<file path="src/rtl/z_drain.sv">
// z_drain: Z-result FIFO to register-file writeback; pushed data is visible the cycle after push.
// Backpressure: wb_ack gates pop; a push while full without pop is dropped and sets sticky overflow. Z_DRAIN_BYPASS_EN adds same-cycle empty bypass.
module z_drain #(
  parameter int DEPTH = 4,
  parameter int AW    = 2
) (
  input  logic          clk,
  input  logic          rst,
  input  logic          ctr,
  input  logic [31:0]   data_in,
  output logic          wb_valid,
  output logic [31:0]   wb_data,
  input  logic          wb_ack,
  output logic          full,
  output logic          empty,
  output logic [AW:0]   count,
  output logic          overflow
);

  localparam logic [AW-1:0] PTR_ONE  = AW'(1);
  localparam logic [AW:0]   CNT_ONE  = (AW+1)'(1);
  localparam logic [AW:0]   CNT_FULL = (AW+1)'(DEPTH);

  logic [31:0]   mem_q [DEPTH];
  logic [AW-1:0] wptr_q, wptr_d;
  logic [AW-1:0] rptr_q, rptr_d;
  logic [AW:0]   count_q, count_d;
  logic          ovf_q, ovf_d;
  logic          pop, store;

  assign empty    = (count_q == '0);
  assign full     = (count_q == CNT_FULL);
  assign count    = count_q;
  assign overflow = ovf_q;

  // pop only ever retires a stored entry; a bypassed value never touches the array
  assign pop = !empty && wb_ack;

`ifdef Z_DRAIN_BYPASS_EN
  assign wb_valid = !empty || ctr;
  assign wb_data  = !empty ? mem_q[rptr_q] : (ctr ? data_in : 32'h0);
  assign store    = ctr && (!full || pop) && !(empty && wb_ack);
`else
  assign wb_valid = !empty;
  assign wb_data  = !empty ? mem_q[rptr_q] : 32'h0;
  assign store    = ctr && (!full || pop);
`endif

  always_comb begin
    wptr_d  = wptr_q;
    rptr_d  = rptr_q;
    count_d = count_q;
    ovf_d   = ovf_q;
    if (store) wptr_d = wptr_q + PTR_ONE;
    if (pop)   rptr_d = rptr_q + PTR_ONE;
    if (store && !pop)      count_d = count_q + CNT_ONE;
    else if (pop && !store) count_d = count_q - CNT_ONE;
    if (ctr && full && !pop) ovf_d = 1'b1;
  end

  always_ff @(posedge clk or posedge rst) begin
    if (rst) begin
      wptr_q  <= '0;
      rptr_q  <= '0;
      count_q <= '0;
      ovf_q   <= 1'b0;
    end else begin
      wptr_q  <= wptr_d;
      rptr_q  <= rptr_d;
      count_q <= count_d;
      ovf_q   <= ovf_d;
    end
  end

  // Array contents are don't-care after reset: empty masks wb_data to zero.
  always_ff @(posedge clk) begin
    if (store && !rst) mem_q[wptr_q] <= data_in;
  end

endmodule

</file>
<file path="config.mk">
export PLATFORM = sky130hd
export DESIGN_NAME = z_drain
export DESIGN_NICKNAME = d
export VERILOG_FILES = /design/src/rtl/z_drain.sv
export SDC_FILE = /design/constraint.sdc
export NUM_CORES = 1
export LEC_CHECK = 0
export BUFFER_PORTS_ARGS = -buffer_cell sky130_fd_sc_hd__buf_2
export CAP_MARGIN = 20
export CORE_UTILIZATION = 61
export DETAILED_ROUTE_END_ITERATION = 8
export PLACE_DENSITY = 0.84
export SLEW_MARGIN = 10
export SYNTH_ARGS = -nofsm -noshare
export SYNTH_HDL_FRONTEND = slang
export SYNTH_SLANG_ARGS = --single-unit
</file>
<file path="constraint.sdc">
create_clock -name clk -period 10 [get_ports clk]
set_input_delay 1 -clock clk [delete_from_list [all_inputs] [get_ports clk]]
set_output_delay 1 -clock clk [all_outputs]
set_load 0.02 [all_outputs]
</file>
==> results of run 1 <==
flip-flops by register name, indices dropped and copies added, names as in the netlist:
name	flops
mem_q	128
rptr_q	2
overflow	1
count	3
wptr_q	2
power by group:
| part | internal, mW | total, mW | switching [mW] |
|---|---|---|---|
| clock network | 0.380 | 0.605 | 0.225 |
| registers | 0.700 | 0.752 | 0.0520 |
| logic | 0.287 | 0.637 | 0.351 |
worst max-delay path, stage by stage (launching register included):
cell	delay [ns]
dfrtp_2	0.64
buf_4	0.47
mux4_1	0.61
and2_1	0.16
buf_2	0.15
layout by cell type, fill, tap and decap left out:
cell,synthesis,layout
a31o_2,1,1
and2_1,32,32
buf_2,4,74
buf_4,0,6
buf_8,0,1
bufinv_16,0,3
clkbuf_16,0,16
clkbuf_8,0,1
clkinv_1,0,1
clkinv_2,0,3
clkinv_4,0,2
clkinvlp_4,0,3
dfrtp_1,8,7
dfrtp_2,0,1
edfxtp_1,128,128
fa_1,1,1
ha_1,5,5
inv_1,8,8
inv_6,0,3
mux2_2,1,1
mux2_4,1,1
mux4_1,4,4
mux4_2,28,28
nand2_1,1,1
nand3_1,1,1
nor2_1,1,1
nor3_1,1,1
nor3b_2,0,4
o41ai_4,1,1
or3_1,1,1
xnor2_1,5,5
xor2_1,1,1
metrics by stage:
stage / setup WS (ns) / hold WS [ns]
after floorplan: 5.983 / 0.4978
after global placement: 6.944 / 0.4439
after detailed placement: 6.948 / 0.4514
after CTS: 6.388 / 0.4670
after global routing: 6.266 / 0.4928
final: 6.455 / 0.4648
how the worst max path moves through the flow:
stage                                from               endpoint  slack, ns  cells past startpoint
finish              rptr_q[0]$_DFFE_PP0N_            wb_data[31]       6.45                      4
global route        rptr_q[0]$_DFFE_PP0N_            wb_data[31]       6.27                      4
CTS                 rptr_q[0]$_DFFE_PP0N_            wb_data[31]       6.39                      4
detailed placement  rptr_q[0]$_DFFE_PP0N_            wb_data[31]       6.95                      4
global placement    rptr_q[0]$_DFFE_PP0N_            wb_data[31]       6.94                      4
floorplan                             ctr  mem_q[1][0]$_DFFE_PP_       5.98                      2
cells by family (layout without fill, tap and decap cells):
kind of cell / Yosys count / in the layout / share of synthesized area [%]
and+or+nand+nor: 41 / 41 / 4.732
buffers and inverters: 20 / 121 / 2.541
DFF: 136 / 136 / 75.34
AOI/OAI and AO/OA: 2 / 2 / 0.6761
adders and majority gates: 6 / 6 / 1.538
muxes: 34 / 34 / 14.20
xor gates and xnor gates: 6 / 6 / 0.9790
per-layer routing:
layer	GRT usage [%]	vias up
met5	0	-
met4	8.582	0
met3	6.161	6
met2	37.32	108
met1	30.49	1288
li1	-	1163
area by class of cell:
| type | instances | area (um^2) | share of cell area [%] |
|---|---|---|---|
| flip-flops and latches | 136 | 4045 | 62.87 |
| multi-input cells | 89 | 1207 | 18.77 |
| inverters | 8 | 30.03 | 0.4667 |
| repair buffers | 81 | 430.4 | 6.690 |
| well taps | 105 | 131.4 | 2.042 |
| clock inverters | 15 | 175.2 | 2.723 |
| clock buffers | 17 | 414.1 | 6.437 |
==> summary.md, run 1 <==
| Metric | Value |
|---|---|
| Yosys warnings | 0 |
| Clock Sinks | 136 |
| DRT Pass-1 Iters | 4 |
| Initial antenna violation count | 0 |
| Uppermost routed layer | met4 |
| Root Buffer | clkbuf_8 |
| Overflow after GRT | 0 |
| First-pass GRT wire length | roughly 14000 um |
| Placed insts | 418 |
| Peak VDD IR | between 150 and 200 uV |
| FF+latch count, synth | 136 |
| Hold Path Cell Cnt | 1 |
| R2R setup slack | 7.40 ns |
| Die Area | 9179 um^2 |
| Most common cell in the netlist | edfxtp_1 |
| Commonest cells in the netlist | 128 x edfxtp_1, 32 x and2_1, 28 x mux4_2 |
| Post-Syn Area | about 5400 um^2 |
| DRT iter0 DRCs | 139 |
| Slew HR | 54.11% |
| CTS tree | yes |
| Vias/cell | approximately 5.7 |
| Sequential element share of the synthesized area | 75.34% |
| Buffers inserted by post-CTS timing repair | 0 |
| Area delta synth->final | 19.86% |
| Post-route cell area | about 6400 um^2 |
| Pin slew with the least headroom to its limit | 0.6853 ns |
| Met2 wire length | 4934 um |
| Setup crit start kind | flip-flop |
| WP data required | 9.00 ns |
| CTS buffer count | 17 |
| Final hold violation count | 0 |
| Share of layout cells above drive strength 1 | roughly 43% |
| Reg2reg end | count[2]$_DFFE_PP0P_ |
| FILL cells | 458 |
| Buffers on Ports | 74 |
| Htree depth | 4 |
| Period minus WS final | 3.545 ns |
| Die Span Y | around 96 um |
| Tcrit/Tclk final | a little over a third |
| Largest net degree at the start of global routing | 37 |
| Remaining antenna violation count after routing | 0 |
| Met3 routed WL | 565 um |
| Number of enable flip-flop cells after synthesis | 128 |
| RePlAce Congestion | 0.6966 |
| Antenna diodes | 0 |
| Routed len/inst | 20.71 um |
| Async set or reset register ratio after synthesis | ~5.9% |
| Ys flop type | edfxtp_1 |
| Most area-consuming cells after synthesis | edfxtp_1 72%, mux4_2 12%, and2_1 3.7% |
| Vias | 2565 |
| Core area | 8382 um^2 |
| Max Cap Viol | 0 |
| Pwr Density | between 300 and 400 nW/um^2 |
| Worst hold start | overflow$_DFFE_PP0P_ |
| P_leak | 2.318 nW |
| Post-synth cell types | 24 |
| Reg-to-Reg Start | count[0]$_DFFE_PP0P_ |
| Skew final | 0.006758 ns |
| DP HPWL | 5498 um |
| Area leader, netlist | edfxtp_1 |
| Area after DPL | ~5800 um^2 |
| Rows | 33 |
| Setup violators final | 0 |
| Status | complete, no violations |
| Hold Buf Count CTS | 0 |
| Die Wd | ~96 um |
| Synth Instances | ~250 |
| Pins Over Slew Limit | 0 |
| Clock transition at the registers of the reported paths | 0.06 ns |
| Worst R2R Path Depth | 9 |
| Clk Latency, worst-skew pair | around 0.49 ns |
| Routed wire length | 9341 um |
| Number of remaining DRC errors | 0 |
| Pwr Total | 1.994 mW |
| Setup TNS | 0 ns |
| Total GRT Usage | 23.07% |
| Syn avg cell area | about 22 um^2 |
| Starting Density | 64.04% |
| RSZ-0062 raised after global routing | no |
| Max Fclk | 282.1 MHz |
| Utilization after layout | 76.76% |
| CTS max path bufs | 2 |
| WHS Endpoint | overflow$_DFFE_PP0P_ |
| CTS resizes | 0 |
| I/O pins | 75 |
| Mapped Nets | 287 |
| DRT met1 WL | roughly 3800 um |
| Crit. End Element | output pin |
| Crit path arrival time | 2.55 ns |
| HP Class | reg2reg |
| Post-synth top area share | 71.61% |
| Number of global-route vias before repair | 2581 |
| WS Path Type | reg2out |
| Net count, final | around 380 |
| Worst Path Max Fanout | 21 |
| Layout Cells excl Fill | 451 |
No activity file was read; power rests on OpenSTA's default activity.
==> run 2, diff against run 1 <==
- CORE_UTILIZATION: 61 -> 57
- PLACE_DENSITY: 0.84 -> 0.79
- clock period: 10 -> 3.65 ns (I/O delays scaled with it)
==> summary.md, run 2 (synthesized netlist as in run 1, its figures left out) <==
| Metric | Value |
|---|---|
| Area delta synth->final | 19.28% |
| RePlAce Congestion | 0.7110 |
| WS Path Type | reg2out |
| Number of remaining DRC errors | 0 |
| Max reg flops | 128 |
| Hold Buf Count CTS | 1 |
| Register cell area after layout | 4045 um^2 |
| Core area | 9196 um^2 |
| Placed insts | 427 |
| Clock Sinks | 136 |
| Final hold violation count | 0 |
| Crit. End Element | output pin |
| Share of layout cells above drive strength 1 | 41.38% |
| Worst Path Max Fanout | 18 |
| I/O pins | 75 |
| Initial antenna violation count | 1 |
| Htree depth | 4 |
| Vias/cell | between 5 and 6 |
| Crit. Startpoint | rptr_q[0]$_DFFE_PP0N_ |
| CTS resizes | 0 |
| Die Wd | 99.04 um |
| Largest net degree at the start of global routing | 36 |
| Setup violators final | 0 |
| Pin slew with the least headroom to its limit | 0.8044 ns |
| Number of global-route vias before repair | between 2k and 3k |
| Die Area | 9809 um^2 |
| Peak VDD IR | 377.1 uV |
| Pwr Density | between 800 and 900 nW/um^2 |
| Utilization after layout | 69.62% |
| Rows | 35 |
| DRT Pass-1 Iters | 4 |
| Root Buffer | clkbuf_8 |
| Overflow after GRT | 0 |
| Most frequent cells in the layout | 128 x edfxtp_1, 74 x buf_2, 32 x and2_1 |
| RSZ-0062 raised after global routing | no |
| Final Hold Slack | about 0.067 ns |
| Routed len/inst | 20.88 um |
| Worst hold start | data_in[7] |
| Routed wire length | roughly 9600 um |
| CTS tree | yes |
| Reg-to-Reg Start | count[0]$_DFFE_PP0P_ |
| Clock transition at the registers of the reported paths | approximately 0.060 ns |
| Clk Latency, worst-skew pair | 0.51 ns |
| Setup crit start kind | flip-flop |
| Crit path arrival time | 2.48 ns |
| DRT iter0 DRCs | around 120 |
| Final setup margin | 0.8039 ns |
| First-pass GRT wire length | 14570 um |
| Max Fclk | 351.4 MHz |
| Commonest non-fill, non-tap cell in the layout | edfxtp_1 |
| Multi-input gate area | 1207 um^2 |
| Die Span Y | 99.04 um |
| Skew final | 0.009953 ns |
| Net count, final | about 380 |
| FILL cells | 572 |
| Slew HR | 46.14% |
| CTS max path bufs | 2 |
| WP data required | 3.28 ns |
| DP HPWL | 5428 um |
| Total GRT Usage | 21.39% |
| Pins Over Slew Limit | 0 |
| Setup WS pre-CTS | between 1 and 1.5 ns |
| HP Class | in2reg |
| Period minus WS final | 2.846 ns |
| Remaining antenna violation count after routing | 0 |
| Starting Density | 58.37% |
| P_leak | 2.302 nW |
| Max Cap Viol | 0 |
| Buffers inserted by post-CTS timing repair | 0 |
| Tcrit/Tclk final | 77.97% |
| Vias | between 2k and 3k |
| Status | complete, no violations |
| Layout Cells excl Fill | 460 |
| CTS buffer count | 17 |
| Setup TNS | 0 ns |
| Most flops, register | mem_q |
| Buffers on Ports | 74 |
-- run 2: changes by cell type in the layout (fill, tap and decap cells not counted), sizes merged --
cell | previous run | this run
diode | 0 | 1
buf | 81 | 83
dlygate4sd3 | 0 | 1
clkinvlp | 3 | 2
clkinv | 6 | 9
clkbuf | 17 | 18
bufinv | 3 | 2
inv | 11 | 8
-- run 2: worst paths after layout --
kind                       slack [ns]                    end  cells after the start
max in group asynchronous        2.97  rptr_q[0]$_DFFE_PP0N_                      3
min                              0.07  mem_q[3][7]$_DFFE_PP_                      1
max                              0.80             wb_data[9]                      4
min reg2reg                      0.47   overflow$_DFFE_PP0P_                      1
min in group asynchronous        0.42   overflow$_DFFE_PP0P_                      3
max reg2reg                      1.28   count[1]$_DFFE_PP0P_                      6
-- run 2: per-layer routing --
metal	track usage [%]	part of all wire [%]
met1	26.79	41
met2	35.66	52
met3	6.099	5.6
met4	8.381	0.91
met5	0	0
-- run 2: metrics by stage --
step	power [mW]	area, um^2
2_1_floorplan	3.393	5368
3_3_place_gp	3.805	5859
3_5_place_dp	3.841	5859
4_1_cts	5.394	6400
5_1_grt	5.583	6402
6_report	5.340	6402
-- run 2: worst max-delay path, cell delays in order (launching register included) --
cell and delay, ns:
dfrtp_2 0.71, buf_4 0.35, mux4_2 0.56, and2_1 0.19, buf_2 0.16
-- run 2: layout make-up --
type	count	share of cell area, %
clock inverters	13	1.759
inverters	8	0.4690
flip-flops and latches	136	63.18
repair buffers	84	6.996
diodes	1	0.03909
multi-input cells	89	18.86
well taps	111	2.169
clock buffers	18	6.527
-- run 2: power breakdown --
part / internal (mW) / switching, mW / total [mW]
registers: 1.92 / 0.174 / 2.09
logic: 0.790 / 0.928 / 1.72
clock network: 0.947 / 0.582 / 1.53
total: 3.66 / 1.68 / 5.34
==> run 3, diff against run 2 <==
- clock period: 3.65 -> 2.7 ns (I/O delays scaled with it)
==> summary.md, run 3 (synthesized netlist as in run 1, its figures left out) <==
| Metric | Value |
|---|---|
| Post-route cell area | 6713 um^2 |
| Vias/cell | 5.644 |
| I/O pins | 75 |
| Period minus WS final | 2.570 ns |
| Final setup margin | 0.1296 ns |
| Number of remaining DRC errors | 0 |
| WP data required | 2.43 ns |
| Area delta synth->final | 25.06% |
| Clock share of power | ~28% |
| Critical-path top delay cell | dfrtp_2 |
| Sequential Power Share | 38.0% |
| Hold Buf Count CTS | 33 |
| Initial antenna violation count | 0 |
| Psw | 2.309 mW |
| Max Cap Viol | 0 |
| Reg-to-Reg Start | count[0]$_DFFE_PP0P_ |
| Tcrit/Tclk final | 95.20% |
| Overflow after GRT | 0 |
| Gate power share | between 30% and 40% |
| Clk Latency, worst-skew pair | 0.52 ns |
| Final hold violation count | 0 |
| Most flops, register | mem_q |
| RePlAce Congestion | 0.7222 |
| Rows | 35 |
| Crit. End Element | output pin |
| DRT iter0 DRCs | about 160 |
| Buffers inserted by post-CTS timing repair | 0 |
| R2R setup slack | 0.33 ns |
| Root Buffer | clkbuf_8 |
| CTS tree | yes |
| Max Fclk | between 300 and 400 MHz |
| Die Span Y | 99.04 um |
| Htree depth | 4 |
| P_leak | 2.431 nW |
| Status | complete, no violations |
| First-pass GRT wire length | 14750 um |
| Max reg flops | around 130 |
| Antenna diodes | 0 |
| Pins Over Slew Limit | 0 |
| Pwr Total | 7.227 mW |
| Slew HR | between 50 and 60% |
| Crit. Startpoint | rptr_q[0]$_DFFE_PP0N_ |
| Starting Density | 58.37% |
| Routed len/inst | approximately 20 um |
| Switch share | between 30% and 40% |
| CP endpoint | wb_data[4] |
| WS Path Type | reg2out |
| Net count, final | 410 |
| Worst Path Max Fanout | 10 |
| Total GRT Usage | 21.55% |
| HP Class | in2reg |
| Commonest non-fill, non-tap cell in the layout | edfxtp_1 |
| CTS max path bufs | 2 |
| Routed wire length | 9768 um |
| Worst R2R Path Depth | 6 |
| Number of global-route vias before repair | just under 3k |
| Peak VDD IR | 583.9 uV |
| Most frequent cells in the layout | 128 x edfxtp_1, 74 x buf_2, 33 x dlygate4sd3_1 |
| Reg2reg end | count[1]$_DFFE_PP0P_ |
| Vias | 2771 |
| DP HPWL | between 5000 and 6000 um |
| Internal power | approximately 4.9 mW |
| Setup TNS | 0 ns |
| Clock transition at the registers of the reported paths | about 0.060 ns |
| Setup crit start kind | flip-flop |
| Setup violators final | 0 |
| Largest net degree at the start of global routing | 36 |
| Crit path arrival time | roughly 2.3 ns |
| Share of layout cells above drive strength 1 | 38.16% |
| Buffers on Ports | 74 |
| DRT Pass-1 Iters | 4 |
| Critical Path Max Stage Delay | 0.58 ns |
| Setup WS pre-CTS | 0.3321 ns |
| CTS buffer count | 17 |
| Die Wd | approximately 99 um |
| Remaining antenna violation count after routing | 0 |
| CTS resizes | 0 |
| Pwr Density | 1077 nW/um^2 |
| Core area | roughly 9200 um^2 |
| Clock Sinks | about 140 |
| Skew final | 0.01016 ns |
| Worst-path cell chain | buf_4 -> mux4_2 -> and2_1 -> buf_2 |
| Pin slew with the least headroom to its limit | 0.6659 ns |
| Die Area | 9809 um^2 |
| Area after DPL | 5872 um^2 |
| RSZ-0062 raised after global routing | no |
run 3: cell types whose count changed in the layout (fill, tap and decap cells not counted), sizes merged:
cell / change
dlygate4sd3: +32
clkbuf: +3
clkinv: -2
bufinv: -1
diode: -1
run 3: per-stage QoR:
stage | std cells | hold WS [ns] | utilization (%)
after detailed placement | 427 | 0.3089 | 63.85
after global placement | 427 | 0.3030 | 63.85
after global routing | 491 | 0.02459 | 72.99
final | 491 | 0.05077 | 72.99
after floorplan | 245 | 0.08566 | -
after CTS | 491 | 0.02819 | 72.99
run 3: layer usage:
layer | wire length (um) | track usage (%) | vias up
li1 | - | - | 1223
met1 | 3938 | 24.17 | 1448
met2 | 5304 | 38.08 | 91
met3 | 428 | 6.667 | 9
met4 | 96 | 9.300 | 0
met5 | 0 | 0 | -
run 3: power by group through the flow:
stage	Combinational [mW]	Clock (mW)	Sequential, mW
2_1_floorplan	1.82	0	2.77
3_3_place_gp	2.41	0	2.77
3_5_place_dp	2.46	0	2.79
4_1_cts	2.51	2.03	2.75
5_1_grt	2.64	2.11	2.77
6_report	2.48	1.99	2.75
run 3: area by class of cell:
cell class | count | area [um^2]
clock inverters | 10 | 81.33
well taps | 111 | 138.9
fillers | 545 | 2484
flip-flops and latches | 136 | 4045
repair buffers | 116 | 780.7
clock buffers | 21 | 429.2
multi-input cells | 89 | 1207
inverters | 8 | 30.03
run 3: worst max-delay path, delay by kind of cell (launching register included):
family,cells,cell delay [ns]
mux,1,0.54
buf+inv,2,0.46
flops,1,0.58
simple gates,1,0.18
run 3: how the worst min path moves through the flow:
stage	startpoint	to	slack [ns]	cells past startpoint
after floorplan	rst	count[0]$_DFFE_PP0P_	0.09	1
after global placement	rst	overflow$_DFFE_PP0P_	0.30	2
after detailed placement	rst	overflow$_DFFE_PP0P_	0.31	2
after CTS	ctr	overflow$_DFFE_PP0P_	0.03	2
after global routing	ctr	overflow$_DFFE_PP0P_	0.02	2
final	ctr	overflow$_DFFE_PP0P_	0.05	2
